`config.mk`:
```
export PLATFORM = sky130hd
export DESIGN_NAME = bp_cfg_loader
export DESIGN_NICKNAME = d
export VERILOG_FILES = /design/src/rtl/bp_cfg_loader.sv
export SDC_FILE = /design/constraint.sdc
export NUM_CORES = 1
export LEC_CHECK = 0
export CORE_UTILIZATION = 55
export CTS_CLUSTER_DIAMETER = 150
export DETAILED_ROUTE_END_ITERATION = 8
export HOLD_SLACK_MARGIN = 0.05
export PLACE_DENSITY = 0.87
export RECOVER_POWER = 100
export SLEW_MARGIN = 20
export SYNTH_ARGS = -nofsm -noshare
export SYNTH_HDL_FRONTEND = slang
export SYNTH_SLANG_ARGS = --single-unit
```
`constraint.sdc`:
```
create_clock -name clk_i -period 16.5 [get_ports clk_i]
set_input_delay 3.3 -clock clk_i [delete_from_list [all_inputs] [get_ports clk_i]]
set_output_delay 3.3 -clock clk_i [all_outputs]
set_load 0.03 [all_outputs]
```
`src/rtl/bp_cfg_loader.sv`:
```
// bp_cfg_loader: run-time loadable cfg write sequencer.
// Streams a table of (addr, data) writes to each core or as one broadcast pass.
module bp_cfg_loader #(
  parameter int num_core_p       = 1,
  parameter int num_entries_p    = 4,
  parameter int cfg_core_width_p = 8,
  parameter int cfg_addr_width_p = 16,
  parameter int cfg_data_width_p = 64,
  localparam int EW = (num_entries_p > 1) ? $clog2(num_entries_p) : 1,
  localparam int CW = (num_core_p > 1) ? $clog2(num_core_p) : 1
) (
  input  logic                        clk_i,
  input  logic                        reset_n_i,
  input  logic                        table_w_v_i,
  input  logic [EW-1:0]               table_w_idx_i,
  input  logic [cfg_addr_width_p-1:0] table_addr_i,
  input  logic [cfg_data_width_p-1:0] table_data_i,
  input  logic                        table_clr_i,
  input  logic                        mode_i,
  input  logic                        start_i,
  output logic                        busy_o,
  output logic                        done_o,
  output logic                        cfg_v_o,
  input  logic                        cfg_ready_i,
  output logic [cfg_core_width_p-1:0] cfg_core_o,
  output logic [cfg_addr_width_p-1:0] cfg_addr_o,
  output logic [cfg_data_width_p-1:0] cfg_data_o
);

  typedef enum logic [1:0] {
    IDLE = 2'd0,
    SEND = 2'd1,
    DONE = 2'd2
  } state_e;

  state_e state_q, state_d;
  logic [EW-1:0] entry_q, entry_d;
  logic [CW-1:0] core_q, core_d;
  logic mode_q, mode_d;
  logic [num_entries_p-1:0] valid_q, valid_d;

  logic [cfg_addr_width_p-1:0] addr_q [num_entries_p];
  logic [cfg_data_width_p-1:0] data_q [num_entries_p];

  logic tbl_open;
  logic idx_ok;
  logic tbl_we;
  logic cur_v;
  logic step;
  logic last_entry;
  logic last_core;

  always_comb begin
    tbl_open   = (state_q != SEND);
    idx_ok     = (32'(table_w_idx_i) < num_entries_p);
    tbl_we     = tbl_open && table_w_v_i && !table_clr_i && idx_ok;
    cur_v      = (state_q == SEND) && valid_q[entry_q];
    step       = (state_q == SEND) && (!valid_q[entry_q] || cfg_ready_i);
    last_entry = (entry_q == EW'(num_entries_p - 1));
    last_core  = mode_q || (core_q == CW'(num_core_p - 1));

    state_d = state_q;
    entry_d = entry_q;
    core_d  = core_q;
    mode_d  = mode_q;
    valid_d = valid_q;

    if (tbl_open && table_clr_i) begin
      valid_d = '0;
    end else if (tbl_we) begin
      valid_d[table_w_idx_i] = 1'b1;
    end

    unique case (state_q)
      IDLE: begin
        if (start_i) begin
          state_d = SEND;
          mode_d  = mode_i;
          entry_d = '0;
          core_d  = '0;
        end
      end
      SEND: begin
        if (step) begin
          if (last_entry) begin
            entry_d = '0;
            if (last_core) state_d = DONE;
            else core_d = core_q + CW'(1);
          end else begin
            entry_d = entry_q + EW'(1);
          end
        end
      end
      DONE: state_d = IDLE;
      default: state_d = IDLE;
    endcase
  end

  always_ff @(posedge clk_i or negedge reset_n_i) begin
    if (!reset_n_i) begin
      state_q <= IDLE;
      entry_q <= '0;
      core_q  <= '0;
      mode_q  <= 1'b0;
      valid_q <= '0;
    end else begin
      state_q <= state_d;
      entry_q <= entry_d;
      core_q  <= core_d;
      mode_q  <= mode_d;
      valid_q <= valid_d;
    end
  end

  // Payload storage carries no reset; the valid bits gate its use.
  always_ff @(posedge clk_i) begin
    if (tbl_we) begin
      addr_q[table_w_idx_i] <= table_addr_i;
      data_q[table_w_idx_i] <= table_data_i;
    end
  end

  always_comb begin
    busy_o     = (state_q == SEND);
    done_o     = (state_q == DONE);
    cfg_v_o    = cur_v;
    cfg_core_o = '0;
    cfg_addr_o = '0;
    cfg_data_o = '0;
    if (cur_v) begin
      cfg_core_o = mode_q ? '1 : cfg_core_width_p'(core_q);
      cfg_addr_o = addr_q[entry_q];
      cfg_data_o = data_q[entry_q];
    end
  end

endmodule
```
* Word-level counts from Yosys, hierarchy flattened
Memory sizes are Yosys's and may differ from the RTL's.
Index checks and enable logic that the tools add are counted.
** Storage, ports and cells
- Register bits after elaboration :: 10
- Memory bits (writable) :: 320
- Input bits :: 89
- Output and inout port bits :: 91
- Word-level logic and storage cells :: 66
- Memories kept :: 2
** Operators by class
- Add/sub/neg operators :: 2
- $lt $le $gt $ge :: 3
- Eq/ne operators :: 9
- Multiplexer cells :: 26
- Bitwise gates (word level) :: 2
- Reduce and logical (&&, ||, !) cells :: 17
** Memories
- data_q :: depth 4, bits a word 64, rd ports 1, clocked after Yosys merged registers in 0, write ports 1, RTL line 43 : logic [cfg_data_width_p-1:0] data_q [num_entries_p];
- addr_q :: depth 4, bits a word 16, rd ports 1, clocked after Yosys merged registers in 0, write ports 1, RTL line 42 : logic [cfg_addr_width_p-1:0] addr_q [num_entries_p];
** Operators with widths (count)
- 64-bit two-way mux :: 1
- 16-bit two-way mux :: 1
- 8-bit two-way mux :: 2
- 2-bit two-way mux :: 7
- 1-bit two-way mux :: 8
- 4-bit two-way mux :: 2
- 2-bit by 1-bit inequality test with 1-bit output (second input constant) :: 4
- 2-bit one-hot mux with 2 select lines :: 2
- 1-bit logical AND :: 6
- 2-bit by 3-bit < comparator with 1-bit output (second input constant) :: 2
- 5-bit AND reduction :: 1
- 2-bit == test (second input constant) :: 2
- 2-bit inequality test (second input constant) :: 2
- 4-bit OR :: 1
- 4-bit AND reduction :: 1
- 2-bit nonzero test :: 2
- 3-bit AND reduction :: 1
- 2-bit by 1-bit adder with 2-bit output (second input constant) :: 1
- 1-bit binary-select mux with 2-bit select :: 1
- 1-bit demux with 2-bit select :: 1
- 2-bit by 1-bit == test with 1-bit output (second input constant) :: 1
- 2-bit by 1-bit >= comparator with 1-bit output (second input constant) :: 1
- 1-bit logical NOT :: 2
- 2-bit logical NOT :: 1
- 5 further kinds :: 6

* Logic depth before layout (Yosys ltp)
- Depth after elaboration :: 7
- Mapped depth :: 6
- Gate-level depth less buffers :: 4

* Worst setup path before layout
Ideal clock, no wire load.
- Path kind :: input to register
- From :: input table_w_idx_i[0]
- To :: memory addr_q[0][0], enable pin
- Arrival time :: 11.112 ns
- Data required time :: 15.776 ns
- Setup slack :: 4.664 ns
- Stages :: 1
- Path buffers :: 0
- Cells stage by stage :: nor4_1
** RTL lines
- from (decl) :: RTL line 15 : input logic [EW-1:0] table_w_idx_i,
- to (decl) :: RTL line 42
No word-level cell before the write port.

* Final worst setup path
- From :: register state_q[0]
- To :: output cfg_core_o[5]
** On the way
- Longest elaborated chain between the ends :: 3
** Ends and longest elaborated chain
- from (decl) :: RTL line 36 : state_e state_q, state_d;
- from (signal assigned) :: RTL line 107 : state_q <= state_d;
- 2-bit by 1-bit == test with 1-bit output :: RTL line 57 : cur_v = (state_q == SEND) && valid_q[entry_q];
- 1-bit logical AND :: RTL line 57
- 8-bit two-way mux :: RTL line 130 : if (cur_v) begin
- to (decl) :: RTL line 25 : output logic [cfg_core_width_p-1:0] cfg_core_o,
Every way passes these cells.

==> flow_summary.ini <==
[worst_hold_path]
holdPathStages = 1
min_from = mode_q
min_path_type = register to register
hold_end = mode_q

[cts]
cts_tree = yes
clock_latency_ns = 0.55
cts.clk_slew.worst_paths_ns = 0.06
numCtsBuffers = 31
cts_hold_buf = 0
cts.repair.resized = 0
clockBufferDepth = 3
cts_root_buf = clkbuf_16
cts.sinks = 330
post-cts-setup-buffers = 0
cts_max_level = 1

[critical_path]
critPathBufInv = 2
worst_setup_path_start_kind = register
slowest_delay_ns = 2.25
rrSetupSlack_ns = 10.77
cp_cell_sequence = nand2b_1 -> clkinvlp_2 -> and3_1 -> dlygate4sd3_1
crit_fanout = 85
crit_required_ns = 13.20
critPathCaptureType = output port
critPathKind = register to output port
worst_r2r_endpoint = data_q[3][61]
cp_data_arrival_time_ns = 5.48
reg2reg_from = state_q[0]
slowest_stage = clkinvlp_2
r2r_cells = 5
crit_family = buffers and inverters

[global_routing]
antenna_found_initial = 7
grt_max_degree = 86
grt_pass1_wl_um = 40100
grt-ovfl-total = 0
grt_usage_pct = 22.4
grt_pass1_vias = 6993

[die]
fp-row-count = 55
io_pins = 180
die_w_um = 155
dieHeight_um = 155
die_area_sq_um = 24000
initial_core_util_pct = 56.5
core_area_sq_um = 22800

[layout]
fin_area_sq_um = 15900
drive_gt1_share_pct = 17.8
areaGrowthSynthToFinish_pct = 23.2
final_nets = 848

[sta]
rsz0062_at_grt = no
tightest_slew_ns = 5.12
setup_violations = 0
finalCritPeriodShare_pct = 53.2
hold_viol = 0
slew_viol_final = 414
holdWs_ns = 0.567
maxSlewHeadroom_pct = -241
timing.final.crit_period_ns = 8.78
fin_skew_ns = 0.0179
tns_ns = 0
fmax_mhz = 114

[placed_design]
placed_cell_area_sq_um = 14800
hpwlAfterDp_um = 14800
numPortBuffers = 179
place_congestion = 0.729

[synthesis]
ys_seq_elements = 330
synth_cells = 581
syn_area_sq_um = 12900
synth_cell_types = 34
synthSimpleGateAreaFrac_pct = 4.77
synth.most_common_cell = edfxtp_1
synth_flop_cell = edfxtp_1
ys_warn_count = 0
yosys.area.top_type = edfxtp_1
synth_xor_area_share_pct = 0
synthArstFlopShare_pct = 3.03
ys_top_cells_by_area = edfxtp_1 (75%), mux4_2 (14%), and3_1 (3.9%), dfrtp_1 (1.9%), buf_12 (1.4%)
synth_compound_area_share_pct = 0.933
synth_top_area_share_pct = 74.7
muxShareOfSynthArea_pct = 14.7
synth_top_family_by_area = multiplexers
synthTopCellsByCount = edfxtp_1 (320), and3_1 (81), mux4_2 (80)
synth_fa_ha_area_share_pct = 0.0972
syn_area_per_cell_sq_um = 22.2
yosysSeqAreaShare_pct = 76.6
synth_edf_count = 320
syn-num-nets = 671

[detailed_routing]
vias_per_cell = 5.90
routed_wl_um = 26300
routedWlPerCell_um = 23.9
drt_first_pass_iters = 5
drt_iter0_markers = 504
num_vias = 6499
drc = 0
final_antenna_net_count = 0

[run_status]
status = finished with violations
failed_checks = max-capacitance violations, max-slew violations

[run]
maxCapViolations = 7

[power]
max-vdd-ir-drop_mv = 0.131
power_density_nw_per_um2 = 154
cellLeakagePower_uw = 0.00564
## cell families (layout without fill, tap and decap cells)
family / after synthesis / in the layout
flip-flops: 330 / 330
AND/OR/NAND/NOR: 100 / 100
multiplexers: 86 / 86
buffers and inverters: 50 / 252
AO/OA/AOI/OAI: 14 / 14
adder cells (fa/ha/maj): 1 / 1
other: 0 / 5
## worst max-delay path by stage
| stage | from | slack [ns] | to | cells after the start |
|---|---|---|---|---|
| 2_1_floorplan | table_w_idx_i[0] | 4.66 | addr_q[0][0] | 1 |
| 4_1_cts | entry_q[0] | 9.16 | cfg_core_o[5] | 4 |
| 5_1_grt | state_q[0] | 7.23 | cfg_core_o[7] | 4 |
| 3_5_place_dp | entry_q[0] | 9.75 | cfg_core_o[5] | 4 |
| 3_3_place_gp | entry_q[0] | 9.80 | cfg_core_o[1] | 4 |
| 6_report | state_q[0] | 7.72 | cfg_core_o[5] | 4 |
## registers in the layout, indices dropped and copies added, names as in the netlist
| register | flops |
|---|---|
| data_q | 256 |
| addr_q | 64 |
| valid_q | 4 |
| entry_q | 2 |
| state_q | 2 |
| core_q | 1 |
| mode_q | 1 |
## where the power goes
part / switching [uW] / internal [uW] / leakage, uW / total, uW
clock: 293 / 467 / 0.000544 / 760
combinational: 369 / 298 / 0.00208 / 666
sequential: 54.4 / 961 / 0.00301 / 1010
total: 716 / 1730 / 0.00564 / 2440
## layer usage
metal	routed length (um)	vias to the layer above	GRT usage [%]
met2	13900	254	38.4
met1	10100	3398	28.5
li1	-	2798	-
met3	1630	47	4.57
met5	13	-	0
met4	626	2	8.35
## through the flow
stage	utilization (%)	total power, uW	std cells	worst slack (ns)
after floorplan	-	1540	581	4.66
after global placement	65.0	1710	1038	9.80
after detailed placement	65.0	1730	1038	9.75
after CTS	69.9	2490	1096	9.16
after global routing	69.6	2530	1100	7.23
final	69.6	2440	1101	7.72
## worst register-to-register path, cell delays in order, from the launching register on
cell and delay (ns):
dfrtp_1 0.48, nand2b_1 0.36, nand2_1 0.21, nor4_1 0.23
clkbuf_1 1.85, clkbuf_1 2.15
## placed cells by master, fill, tap and decap left out, types with 2 or more instances in the layout
cell type / count
a21oi_1: 4
edfxtp_1: 320
a41oi_1: 4
inv_1: 5
clkinv_2: 8
dlygate4sd3_1: 176
buf_4: 3
mux2_4: 2
bufinv_16: 8
nand2b_1: 2
dfrtp_1: 8
nand2_1: 4
clkdlybuf4s50_1: 3
and3_1: 81
clkbuf_16: 31
mux4_2: 80
nor4_1: 4
dfrtp_4: 2
clkbuf_1: 8
diode_2: 5
nor2_1: 4
clkinv_1: 7
## final cells by class
| cell class | count | area, sq um |
|---|---|---|
| Fill cell | 1389 | 6920 |
| Sequential cell | 330 | 9870 |
| Tap cell | 313 | 392 |
| Inverter | 6 | 23.8 |
| Multi-Input combinational cell | 201 | 2620 |
| Clock buffer | 33 | 783 |
| Clock inverter | 25 | 323 |
| Antenna cell | 5 | 12.5 |
| Timing Repair Buffer | 188 | 1840 |
No activity file was read; power rests on OpenSTA's default activity.
